==> src/rtl/axis_split_router_4.sv <==
`default_nettype none
// ============================================================================
//  Module   : axis_split_router_4
//  Purpose  : Routes frames from one AXI-Stream input to one of four AXI-Stream
//             outputs. The destination is decoded from a 3-bit field in the
//             first beat of each frame. The output is selected for the whole
//             frame and frames are never interleaved. A single output register
//             stage gives one beat per cycle with same-cycle backpressure.
//  Ports    : clk, rst               - clock, synchronous active-high reset
//             s_axis_*               - upstream stream (tvalid/tdata/tlast/tready)
//             m00..m03_axis_*        - four downstream streams
//             busy                   - frame in progress (state not IDLE)
//             drop_count             - saturating dropped-frame count
//                                      (AXIS_SPLIT_DROP_EN builds only)
//  Options  : `define AXIS_SPLIT_DROP_EN - frames whose destination is 4..7
//             are discarded and counted. When undefined, they go to
//             output dest[1:0].
//  Revision : 1.0 - initial release
// ============================================================================
module axis_split_router_4 #(
    parameter int DATA_WIDTH = 64,
    parameter int DEST_LSB   = 60
) (
    input  logic                  clk,
    input  logic                  rst,
    input  logic                  s_axis_tvalid,
    input  logic [DATA_WIDTH-1:0] s_axis_tdata,
    input  logic                  s_axis_tlast,
    output logic                  s_axis_tready,
    output logic                  m00_axis_tvalid,
    output logic [DATA_WIDTH-1:0] m00_axis_tdata,
    output logic                  m00_axis_tlast,
    input  logic                  m00_axis_tready,
    output logic                  m01_axis_tvalid,
    output logic [DATA_WIDTH-1:0] m01_axis_tdata,
    output logic                  m01_axis_tlast,
    input  logic                  m01_axis_tready,
    output logic                  m02_axis_tvalid,
    output logic [DATA_WIDTH-1:0] m02_axis_tdata,
    output logic                  m02_axis_tlast,
    input  logic                  m02_axis_tready,
    output logic                  m03_axis_tvalid,
    output logic [DATA_WIDTH-1:0] m03_axis_tdata,
    output logic                  m03_axis_tlast,
    input  logic                  m03_axis_tready,
`ifdef AXIS_SPLIT_DROP_EN
    output logic [15:0]           drop_count,
`endif
    output logic                  busy
);

    typedef enum logic [1:0] {
        ST_IDLE = 2'd0,
        ST_FWD  = 2'd1,
        ST_DROP = 2'd2
    } state_t;

    state_t                  r_state;
    state_t                  w_state_next;
    logic                    r_out_valid;
    logic [DATA_WIDTH-1:0]   r_out_data;
    logic                    r_out_last;
    logic [1:0]              r_sel;

    logic [3:0]              w_m_ready;
    logic                    w_sel_ready;
    logic [1:0]              w_dest_sel;
    logic                    w_drop_first;
    logic                    w_ready;
    logic                    w_accept;
    logic                    w_drop_beat;

    assign w_m_ready   = {m03_axis_tready, m02_axis_tready, m01_axis_tready, m00_axis_tready};
    assign w_sel_ready = w_m_ready[r_sel];
    assign w_dest_sel  = s_axis_tdata[DEST_LSB+1:DEST_LSB];

`ifdef AXIS_SPLIT_DROP_EN
    assign w_drop_first = s_axis_tdata[DEST_LSB+2];
    // Dropped beats never touch the output register, so DROP can always accept.
    assign w_ready      = (r_state == ST_DROP) | ~r_out_valid | w_sel_ready;
`else
    assign w_drop_first = 1'b0;
    assign w_ready      = ~r_out_valid | w_sel_ready;
`endif

    assign s_axis_tready = w_ready & ~rst;
    assign w_accept      = s_axis_tvalid & s_axis_tready;
    assign busy          = (r_state != ST_IDLE) & ~rst;

    // Next-state decode and beat classification
    always_comb begin
        w_state_next = r_state;
        w_drop_beat  = 1'b0;
        case (r_state)
            ST_IDLE: begin
                if (w_accept) begin
                    if (w_drop_first) begin
                        w_drop_beat = 1'b1;
                        if (!s_axis_tlast) w_state_next = ST_DROP;
                    end else if (!s_axis_tlast) begin
                        w_state_next = ST_FWD;
                    end
                end
            end
            ST_FWD: begin
                if (w_accept && s_axis_tlast) w_state_next = ST_IDLE;
            end
`ifdef AXIS_SPLIT_DROP_EN
            ST_DROP: begin
                w_drop_beat = w_accept;
                if (w_accept && s_axis_tlast) w_state_next = ST_IDLE;
            end
`endif
            default: w_state_next = ST_IDLE;
        endcase
    end

    // State and output register. A beat is only accepted when the register is
    // empty or draining this cycle, so reloading r_sel on a first beat cannot
    // redirect a beat still waiting to leave.
    always_ff @(posedge clk) begin
        if (rst) begin
            r_state     <= ST_IDLE;
            r_out_valid <= 1'b0;
            r_out_data  <= '0;
            r_out_last  <= 1'b0;
            r_sel       <= 2'd0;
        end else begin
            r_state <= w_state_next;
            if (w_accept && !w_drop_beat) begin
                r_out_valid <= 1'b1;
                r_out_data  <= s_axis_tdata;
                r_out_last  <= s_axis_tlast;
                if (r_state == ST_IDLE) r_sel <= w_dest_sel;
            end else if (w_sel_ready) begin
                r_out_valid <= 1'b0;
            end
        end
    end

`ifdef AXIS_SPLIT_DROP_EN
    logic [15:0] r_drop_count;

    always_ff @(posedge clk) begin
        if (rst) begin
            r_drop_count <= 16'd0;
        end else if (w_drop_beat && s_axis_tlast && (r_drop_count != 16'hFFFF)) begin
            r_drop_count <= r_drop_count + 16'd1;
        end
    end

    assign drop_count = r_drop_count;
`endif

    assign m00_axis_tvalid = r_out_valid & (r_sel == 2'd0) & ~rst;
    assign m01_axis_tvalid = r_out_valid & (r_sel == 2'd1) & ~rst;
    assign m02_axis_tvalid = r_out_valid & (r_sel == 2'd2) & ~rst;
    assign m03_axis_tvalid = r_out_valid & (r_sel == 2'd3) & ~rst;

    assign m00_axis_tdata  = r_out_data;
    assign m01_axis_tdata  = r_out_data;
    assign m02_axis_tdata  = r_out_data;
    assign m03_axis_tdata  = r_out_data;

    assign m00_axis_tlast  = r_out_last;
    assign m01_axis_tlast  = r_out_last;
    assign m02_axis_tlast  = r_out_last;
    assign m03_axis_tlast  = r_out_last;

endmodule
`default_nettype wire
==> config.mk <==
export PLATFORM = sky130hd
export DESIGN_NAME = axis_split_router_4
export DESIGN_NICKNAME = d
export VERILOG_FILES = /design/src/rtl/axis_split_router_4.sv
export SDC_FILE = /design/constraint.sdc
export NUM_CORES = 1
export LEC_CHECK = 0
export ABC_CLOCK_PERIOD_IN_PS = 1770
export CORE_ASPECT_RATIO = 0.5
export CORE_MARGIN = 2
export CORE_UTILIZATION = 35
export CTS_CLUSTER_DIAMETER = 200
export CTS_CLUSTER_SIZE = 30
export DETAILED_ROUTE_END_ITERATION = 12
export PLACE_DENSITY = 0.91
export SLEW_MARGIN = 10
export SYNTH_ARGS = -nofsm -noshare
export SYNTH_HDL_FRONTEND = slang
export SYNTH_SLANG_ARGS = --single-unit
==> constraint.sdc <==
create_clock -name clk -period 1.77 [get_ports clk]
set_input_delay 0.354 -clock clk [delete_from_list [all_inputs] [get_ports clk]]
set_output_delay 0.354 -clock clk [all_outputs]
set_load 0.02 [all_outputs]
==> results of run 1 <==
==> power by group through the flow <==
| stage | registers [mW] | logic (mW) | clock network [mW] |
|---|---|---|---|
| CTS | 1.84 | 1.91 | 1.94 |
| floorplan | 1.95 | 1.18 | 0 |
| detailed placement | 1.88 | 1.98 | 0 |
| finish | 1.83 | 1.88 | 1.88 |
| global route | 1.85 | 1.97 | 2.01 |
| global placement | 1.86 | 1.95 | 0 |
==> cells in the mapped netlist (all sizes together) <==
master  instances
buf           202
nand2b        134
dfxtp          69
mux2i          69
clkbuf         15
a221oi          4
nor2            4
nor2b           2
nor3            2
and2            1
inv             1
mux2            1
nand2           1
==> kinds of logic (layout without fill, tap and decap cells) <==
kind of cell    after synthesis  in the layout  share of synthesized area, %
compound gates                4              4                         0.897
buf+inv                     218            380                          34.6
flops                        69             69                          30.0
mux                          70             70                          15.2
simple gates                144            144                          19.2
==> path summary, 6_finish.rpt <==
path	startpoint	endpoint	depth (start not counted)
hold / removal	rst	m00_axis_tdata[31]$_SDFFE_PP0P_	3
setup / recovery	m00_axis_tdata[30]$_SDFFE_PP0P_	m00_axis_tdata[30]	1
setup reg to reg	r_out_valid$_SDFFE_PP0P_	m00_axis_tdata[45]$_SDFFE_PP0P_	6
hold reg to reg	m00_axis_tdata[15]$_SDFFE_PP0P_	m00_axis_tdata[15]$_SDFFE_PP0P_	2
==> state kept, by name, indices dropped and copies added (netlist names) <==
name and count:
m00_axis_tdata 64, r_sel 2, m00_axis_tlast 1, r_out_valid 1
r_state 1
==> timing repair <==
item	CTS	global route
pin swaps	0	2
setup endpoints to repair	79	146
buffers inserted	0	3
resized for setup	72	112
hold buffers	0	0
endpoints found under the hold margin	0	0
==> area by class of cell <==
cell class                 instances  area share, %
clock inverter                     7           1.23
inverter                           1         0.0511
clock buffer                       9           3.07
timing repair buffer             363           51.6
sequential                        69           18.8
tap                              170           2.90
multi-input combinational        218           22.4
==> layer usage <==
metal	track usage [%]	wire, um
met5	0	0
met4	2.90	65
met3	3.82	404
met2	31.4	7150
met1	19.8	5350
==> impl_metrics.json, run 1 <==
{
  "status": "finished clean",
  "maxSlewHeadroom_pct": 61.2,
  "dp_hpwl_um": 10100,
  "seq_area_um2": 1380,
  "start_util_pct": 36.1,
  "gr-total-overflow": 0,
  "die_x_um": 166,
  "cts_tree": "yes",
  "drtIter0Drc": 138,
  "ys_ff_latch": 69,
  "slowest_stage": "clkdlybuf4s50_1",
  "cp_num_buf_inv": 1,
  "hold_viol": 0,
  "vias": 3462,
  "max_stage_delay_ns": 0.64,
  "drv_slew": 0,
  "antenna_found_initial": 0,
  "cts.reportedPaths.clkPinSlew_ns": 0.06,
  "maxCapViolations": 0,
  "fp.dieH_um": 85.1,
  "p_leak_nw": 4.63,
  "pre_cts_ws_ns": -0.438,
  "yosys.area.top_type": "buf_4",
  "synthDistinctLibCells": 15,
  "p_sw_share_pct": 31.1,
  "syn_to_final_growth_pct": 59.5,
  "end_kind": "output pin",
  "period_needed_ns": 1.74,
  "synth_nets": 577,
  "ir_drop_uv": 403,
  "max_freq_mhz": 575,
  "synth_area_leaders": "buf_4 (32%), dfxtp_1 (30%), nand2b_1 (18%)",
  "cp.arrival_ns": 1.38,
  "synthCells": 505,
  "syn_area_um2": 4610,
  "grt_max_degree": 87,
  "path_class": "flip-flop to output pin",
  "drive_above_1_share_pct": 7.50,
  "crit_chain": "clkdlybuf4s50_1",
  "final_util_pct": 57.5,
  "dp_cells": 818,
  "min_period_over_period_pct": 98.2,
  "htree_levels": 3,
  "multi_input_area_um2": 1640,
  "min_path_type": "input pin to flip-flop",
  "n_antenna_cell": 0,
  "fin_cells": 837,
  "clock_skew_ns": 0.00445,
  "n_fill_cell": 1132,
  "setup_viol": 0,
  "track_usage_pct": 16.7,
  "dr.pass1.iters": 4,
  "whs_ns": 0.415,
  "ys_warn_count": 0,
  "max_slew.worst_pin.slew_ns": 0.581,
  "path_delay_family": "buffers and inverters",
  "grt_pass1_wl_um": 18800,
  "final_common_cell": "clkdlybuf4s50_1",
  "die_area_um2": 14100,
  "wl_per_cell_um": 15.5,
  "p_clk_share_pct": 33.6,
  "antenna_left": 0,
  "cts-buffers-inserted": 9,
  "grt_pass1_vias": 3363,
  "pwr-share-seq_pct": 32.7,
  "gp_congestion": 0.796,
  "final_nets": 734,
  "clock_latency_ns": 0.32,
  "drt-total-wl_um": 13000,
  "final_cell_mix": "clkdlybuf4s50_1 (167), nand2b_1 (134), dlymetal6s2s_1 (104)",
  "powerDensity_nw_per_um2": 761,
  "ctsRootBufferMaster": "clkbuf_16",
  "post_dp_cell_area_um2": 6830,
  "final_area_um2": 7350,
  "setup_tns_ns": 0,
  "required_ns": 1.42,
  "ys_seq_area_share_pct": 30.0,
  "r2r_setup_slack_ns": 0.13,
  "total_power_mw": 5.59,
  "grt_setup_unrepaired": "yes",
  "fin_ws_ns": 0.0316,
  "portBuffers": 337,
  "coreArea_um2": 12800,
  "cts_sinks": 69,
  "ios": 338,
  "pwr-share-comb_pct": 33.6,
  "worstSetupStartpointType": "flip-flop",
  "yosysTopAreaCellShare_pct": 32.1,
  "p_sw_mw": 1.74,
  "drc_errors": 0,
  "clockBufferDepth": 2,
  "vias_per_cell": 4.14,
  "p_int_mw": 3.86,
  "rows": 29,
  "synth.avg_cell_area_um2": 9.12,
  "crit_fanout": 5
}
(Power assumes the default switching activity.)
==> inputs of run 2 (changes only) <==
--- a/config.mk
+++ b/config.mk
@@ -10,7 +10,7 @@
 export CORE_MARGIN = 2
 export CORE_UTILIZATION = 35
 export CTS_CLUSTER_DIAMETER = 200
-export CTS_CLUSTER_SIZE = 30
+export CTS_CLUSTER_SIZE = 8
 export DETAILED_ROUTE_END_ITERATION = 12
 export PLACE_DENSITY = 0.91
 export SLEW_MARGIN = 10
==> results of run 2 <==
No change in the layout: final DEF, timing and power equal those of run 1.
